[src/rtl/miner_ctrl_pkg.sv]
// Shared types and constants for the bitcoin_miner host-side job controller.
package miner_ctrl_pkg;

    localparam int JOB_BYTES = 84;
    localparam int RES_BYTES = 5;
    localparam int JOB_BITS  = JOB_BYTES * 8;

    // Field placement inside the fully assembled 672-bit job register
    localparam int HASH_LSB = 416;
    localparam int HASH_W   = 256;
    localparam int SBLK_LSB = 288;
    localparam int SBLK_W   = 128;
    localparam int TGT_LSB  = 32;
    localparam int TGT_W    = 256;
    localparam int MAXN_LSB = 0;
    localparam int MAXN_W   = 32;

    localparam logic [7:0] STATUS_EXHAUSTED = 8'h00;
    localparam logic [7:0] STATUS_FOUND     = 8'h01;
    localparam logic [7:0] STATUS_NO_START  = 8'h02;

    typedef enum logic [2:0] {
        LOAD,
        START,
        ARM,
        RUN,
        SEND
    } ctrlState_e;

    // Result frame byte 1..4 carries the nonce MSB first; anything else is zero
    function automatic logic [7:0] nonceByte(input logic [31:0] nonce, input logic [2:0] idx);
        logic [7:0] b;
        b = 8'h00;
        case (idx)
            3'd1:    b = nonce[31:24];
            3'd2:    b = nonce[23:16];
            3'd3:    b = nonce[15:8];
            3'd4:    b = nonce[7:0];
            default: b = 8'h00;
        endcase
        return b;
    endfunction

endpackage

[src/rtl/job_shift_reg.sv]
// Byte-wide job assembly register; every shifted byte enters at the LSB so the
// first byte of the frame ends up in the most significant position.
module job_shift_reg
    import miner_ctrl_pkg::*;
(
    input  logic         clk_i,
    input  logic         rst_i,
    input  logic         shiftEn_i,
    input  logic [7:0]   data_i,
    output logic [255:0] hash_o,
    output logic [127:0] secondBlock_o,
    output logic [255:0] target_o,
    output logic [31:0]  maxNonce_o
);

    logic [JOB_BITS-1:0] job_q;

    // Shift one byte in per enabled cycle, otherwise hold the assembled job
    always_ff @(posedge clk_i or posedge rst_i) begin
        if (rst_i) begin
            job_q <= '0;
        end else if (shiftEn_i) begin
            job_q <= {job_q[JOB_BITS-9:0], data_i};
        end
    end

    assign hash_o        = job_q[HASH_LSB +: HASH_W];
    assign secondBlock_o = job_q[SBLK_LSB +: SBLK_W];
    assign target_o      = job_q[TGT_LSB +: TGT_W];
    assign maxNonce_o    = job_q[MAXN_LSB +: MAXN_W];

endmodule

[src/rtl/miner_job_controller.sv]
// Host-side initiator for bitcoin_miner: loads an 84-byte job, starts the miner,
// watches running/found and streams back a 5-byte status + nonce frame.
module miner_job_controller
    import miner_ctrl_pkg::*;
#(
    parameter int ARM_TIMEOUT = 16
)
(
    input  logic         clk,
    input  logic         rst,
    input  logic [7:0]   in_data,
    input  logic         in_valid,
    output logic         in_ready,
    output logic [7:0]   out_data,
    output logic         out_valid,
    input  logic         out_ready,
    output logic         miner_start,
    output logic [255:0] miner_first_block_hash,
    output logic [127:0] miner_second_block,
    output logic [255:0] miner_target,
    output logic [31:0]  miner_max_nonce,
    input  logic         miner_running,
    input  logic         miner_found,
    input  logic [31:0]  miner_nonce,
    output logic         busy
);

    localparam int TO_W = $clog2(ARM_TIMEOUT + 1);

    ctrlState_e      state_q, state_d;
    logic [6:0]      byteCnt_q, byteCnt_d;
    logic [2:0]      outCnt_q, outCnt_d;
    logic [TO_W-1:0] toCnt_q, toCnt_d;
    logic            foundSeen_q, foundSeen_d;
    logic [31:0]     nonce_q, nonce_d;
    logic [7:0]      status_q, status_d;
    logic            shiftEn;

    job_shift_reg u_jobReg (
        .clk_i         (clk),
        .rst_i         (rst),
        .shiftEn_i     (shiftEn),
        .data_i        (in_data),
        .hash_o        (miner_first_block_hash),
        .secondBlock_o (miner_second_block),
        .target_o      (miner_target),
        .maxNonce_o    (miner_max_nonce)
    );

    // Control state, counters and result latches
    always_ff @(posedge clk or posedge rst) begin
        if (rst) begin
            state_q     <= LOAD;
            byteCnt_q   <= '0;
            outCnt_q    <= '0;
            toCnt_q     <= '0;
            foundSeen_q <= 1'b0;
            nonce_q     <= '0;
            status_q    <= STATUS_EXHAUSTED;
        end else begin
            state_q     <= state_d;
            byteCnt_q   <= byteCnt_d;
            outCnt_q    <= outCnt_d;
            toCnt_q     <= toCnt_d;
            foundSeen_q <= foundSeen_d;
            nonce_q     <= nonce_d;
            status_q    <= status_d;
        end
    end

    // Next-state and output decode for the job/result sequence
    always_comb begin
        state_d     = state_q;
        byteCnt_d   = byteCnt_q;
        outCnt_d    = outCnt_q;
        toCnt_d     = toCnt_q;
        foundSeen_d = foundSeen_q;
        nonce_d     = nonce_q;
        status_d    = status_q;
        in_ready    = 1'b0;
        out_valid   = 1'b0;
        out_data    = 8'h00;
        miner_start = 1'b0;
        shiftEn     = 1'b0;

        case (state_q)
            LOAD: begin
                in_ready = 1'b1;
                if (in_valid) begin
                    shiftEn = 1'b1;
                    if (byteCnt_q == 7'(JOB_BYTES - 1)) begin
                        byteCnt_d = '0;
                        state_d   = START;
                    end else begin
                        byteCnt_d = byteCnt_q + 7'd1;
                    end
                end
            end

            START: begin
                miner_start = 1'b1;
                foundSeen_d = 1'b0;
                toCnt_d     = '0;
                nonce_d     = '0;
                outCnt_d    = '0;
                status_d    = STATUS_EXHAUSTED;
                state_d     = ARM;
            end

            ARM: begin
                if (toCnt_q != TO_W'(ARM_TIMEOUT)) begin
                    toCnt_d = toCnt_q + 1'b1;
                end
                if (miner_running) begin
                    state_d = RUN;
                end else if (toCnt_d == TO_W'(ARM_TIMEOUT)) begin
                    status_d = STATUS_NO_START;
                    state_d  = SEND;
                end
            end

            RUN: begin
                if (miner_found) begin
                    foundSeen_d = 1'b1;
                    nonce_d     = miner_nonce;
                end
                if (!miner_running) begin
                    status_d = (foundSeen_q || miner_found) ? STATUS_FOUND : STATUS_EXHAUSTED;
                    outCnt_d = '0;
                    state_d  = SEND;
                end
            end

            SEND: begin
                out_valid = 1'b1;
                if (outCnt_q == 3'd0) begin
                    out_data = status_q;
                end else if (status_q == STATUS_FOUND) begin
                    out_data = nonceByte(nonce_q, outCnt_q);
                end
                if (out_ready) begin
                    if (outCnt_q == 3'(RES_BYTES - 1)) begin
                        outCnt_d = '0;
                        state_d  = LOAD;
                    end else begin
                        outCnt_d = outCnt_q + 3'd1;
                    end
                end
            end

            default: begin
                state_d = LOAD;
            end
        endcase
    end

    assign busy = (state_q != LOAD);

endmodule

[config.mk]
export PLATFORM = sky130hd
export DESIGN_NAME = miner_job_controller
export DESIGN_NICKNAME = d
export VERILOG_FILES = /design/src/rtl/miner_ctrl_pkg.sv /design/src/rtl/job_shift_reg.sv /design/src/rtl/miner_job_controller.sv
export SDC_FILE = /design/constraint.sdc
export NUM_CORES = 1
export LEC_CHECK = 0
export CAP_MARGIN = 25
export CORE_ASPECT_RATIO = 0.75
export CORE_UTILIZATION = 38
export DETAILED_ROUTE_END_ITERATION = 6
export SLEW_MARGIN = 10
export SYNTH_ARGS = -nofsm -noshare
export SYNTH_HDL_FRONTEND = slang
export SYNTH_SLANG_ARGS = --single-unit
export TNS_END_PERCENT = 100
[constraint.sdc]
create_clock -name clk -period 74.8 [get_ports clk]
set_clock_uncertainty 0.05 [all_clocks]
set_input_delay 14.96 -clock clk [delete_from_list [all_inputs] [get_ports clk]]
set_output_delay 14.96 -clock clk [all_outputs]
set_load 0.01 [all_outputs]
==> impl_metrics.tcl <==
set metrics [dict create \
    status "finished, violations left" \
    violations "DRC" \
    cp-start-kind "input pin" \
    grt_pass1_wl_mm 133.5 \
    stdcell_count 4783 \
    postRouteAntennaNets 0 \
    clock_latency_ps 610 \
    max_stage_delay_ps 880 \
    r2r_start "state_q[0]" \
    crit_family "buffers and inverters" \
    grt_pass1_vias 21410 \
    max_slew.worst_pin.slew_ps 1079 \
    cts_num_sinks 725 \
    startpoint "in_valid" \
    cts_hold_buf 0 \
    fmax_mhz 52.04 \
    drive_gt1_share_pct 3.817 \
    slowest_stage "buf_4" \
    ys_seq_elements 725 \
    min_path_type "reg -> reg" \
    drt-vias-per-instance 4.669 \
    fill_cells 6564 \
    root_buffer "clkbuf_16" \
    dp_hpwl_mm 60.40 \
    grt_max_degree 226 \
    cts_resized 0 \
    fin_hold_ws_ps 425.4 \
    grt_use_total_pct 23.43 \
    setup_viol 0 \
    place_congestion 0.8402 \
    fin_tns_setup_ps 0 \
    core_area_um2 72000 \
    min_period_ps 19210 \
    crit_chain "clkdlybuf4s50_1 > and3_4 > buf_4 > buf_4 > buf_4 > buf_4 > nand2_1 > nand2_1" \
    netlist_instances 3112 \
    cp_common_cell "buf_4" \
    dp.cells 4649 \
    dieArea_um2 74210 \
    ir_drop_v 0.00001700 \
    cp-end-kind "flop" \
    powerDensity_nw_per_um2 26.15 \
    tritoncts "yes" \
    synth_warnings 0 \
    h-tree-depth 3 \
    ys_seq_area_share_pct 65.30 \
    initial_core_util_pct 38.59 \
    drc_errors 2 \
    leakagePower_nw 19.95 \
    first_iter_violations 1737 \
    required_ps 75300 \
    dpl-instance-area_um2 35760 \
    antenna_found_initial 1 \
    num_vias 22330 \
    comb_power_share_pct 17.7 \
    p_switching_w 0.0003023 \
    internal_power_w 0.0006978 \
    clk_pin_slew_ps 60 \
    drv_cap 0 \
    final_area_um2 38250 \
    relSlewSlack_pct 28.03 \
    p_sw_share_pct 30.23 \
    hold_path.startpoint "u_jobReg.job_q[670]" \
    postCtsSetupBuffers 0 \
    finalHoldViolCount 0 \
    grt-ovfl-total 0 \
    syn_avg_cell_area_um2 8.928 \
    rows 85 \
    critical_path_class "in -> reg" \
    numCtsBuffers 75 \
    critical_path_arrival_ps 19710 \
    port_buffers 729 \
    die_y_um 236.2 \
    synth_edf_count 0 \
    rsz0062_at_grt "false" \
    finalMaxSlewViolations 0 \
    cts.path.max_buffers 3 \
    syn-num-nets 3166 \
    dieWidth_um 314.2 \
    wl_mm 88.13 \
    synth_async_sr_flop_share_pct 100.0 \
    firstDrtPassIters 7 \
    fin_crit_sh_pct 25.69 \
    yosysUniqueCellTypes 48 \
    cp_num_buf_inv 5 \
    wl_per_cell_um 18.43 \
    syn2layout_area_growth_pct 37.68 \
    final_nets 3824 \
    synth_ff_type "dfrtp_1" \
    crit_path_max_fanout 96 \
    power_frac_clock_pct 38.0 \
    fin_util_pct 53.13 \
    io-pin-count 730 \
    syn_area_um2 27780 \
    power_frac_seq_pct 44.3 \
]
[power groups by stage]
stage / Clock, W / Sequential, W / Combinational (W)
after CTS: 0.000390 / 0.000443 / 0.000179
final: 0.000380 / 0.000443 / 0.000177
after global placement: 0 / 0.000450 / 0.000178
after detailed placement: 0 / 0.000450 / 0.000179
after global routing: 0.000404 / 0.000447 / 0.000194
after floorplan: 0 / 0.000450 / 0.000104
[flip-flops by register name, indices dropped and copies added, names as in the netlist]
signal          cells
u_jobReg.job_q    672
nonce_q            32
byteCnt_q           7
toCnt_q             5
outCnt_q            3
state_q             3
status_q            2
foundSeen_q         1
[metrics by stage]
step	power, W	worst slack (ps)
final	0.001000	55590
after global placement	0.0006284	54990
after detailed placement	0.0006288	54930
after CTS	0.001012	55570
after global routing	0.001045	55160
after floorplan	0.0005533	39450
[worst min-delay path, stage by stage, from the launching register on]
cell     delay [ps]
dfrtp_1         340
nand2_1          50
nand2_1          50
[path summary, 6_finish.rpt]
| check | cells past startpoint | slack, ps | to |
|---|---|---|---|
| setup / recovery | 8 | 55590 | u_jobReg.job_q[9] |
| min in group asynchronous | 2 | 14910 | u_jobReg.job_q[425] |
| hold reg to reg | 2 | 430 | u_jobReg.job_q[670] |
| setup reg to reg | 8 | 69350 | u_jobReg.job_q[9] |
| hold / removal | 2 | 430 | u_jobReg.job_q[670] |
| max in group asynchronous | 4 | 57500 | u_jobReg.job_q[549] |
[cells by family after synthesis]
family,synth area share [%]
xor+xnor,0.06306
fa+ha+maj,0.3603
flops,65.30
simple gates,28.55
mux,0.03603
compound gates,2.833
buf+inv,2.855
[layout make-up]
type | count | area, um2 | area share, %
clock buffer | 109 | 2177 | 5.691
multi-input combinational | 2205 | 8864 | 23.17
timing repair buffer | 751 | 7532 | 19.69
tap | 957 | 1197 | 3.130
clock inverter | 23 | 284.0 | 0.7425
sequential | 725 | 18140 | 47.43
antenna | 1 | 2.502 | 0.006542
inverter | 12 | 52.55 | 0.1374
[cell usage after synthesis, drive strengths merged (2+ instances only)]
cell	instances	share of area [%]
nand2	2031	27
a31o	2	0.063
nand3	9	0.16
or3b	2	0.063
o211ai	2	0.054
a21boi	2	0.054
nor2b	3	0.068
a32o	6	0.22
buf	89	1.6
dfrtp	725	65
a31oi	4	0.090
nor3	8	0.16
a22oi	4	0.11
a221oi	6	0.19
o21ai	23	0.43
clkbuf	81	1.1
inv	12	0.16
a22o	36	1.1
and3	4	0.090
nor2	26	0.35
a21oi	11	0.20
ha	8	0.36
[placed cells by master (no fill, tap or decap), drive strengths merged, types with 2 or more instances in the layout]
cell type	synthesis	routed
a21boi	2	2
a21oi	11	11
a221oi	6	6
a22o	36	36
a22oi	4	4
a31o	2	2
a31oi	4	4
a32o	6	6
and3	4	4
buf	89	22
bufinv	0	6
clkbuf	81	109
clkdlybuf4s50	0	729
clkinv	0	13
dfrtp	725	725
ha	8	8
inv	12	16
nand2	2031	2031
nand3	9	9
nor2	26	26
nor2b	3	3
nor3	8	8
o211ai	2	2
o21ai	23	23
or3b	2	2
[routing by layer]
layer | track usage [%] | wire length, um | up-vias
met5 | 0 | 0 | -
met4 | 8.012 | 2810 | 0
met3 | 6.990 | 6630 | 140
met2 | 35.71 | 39970 | 620
met1 | 31.78 | 38720 | 10700
li1 | - | - | 10870
No activity file was read; power rests on OpenSTA's default activity.
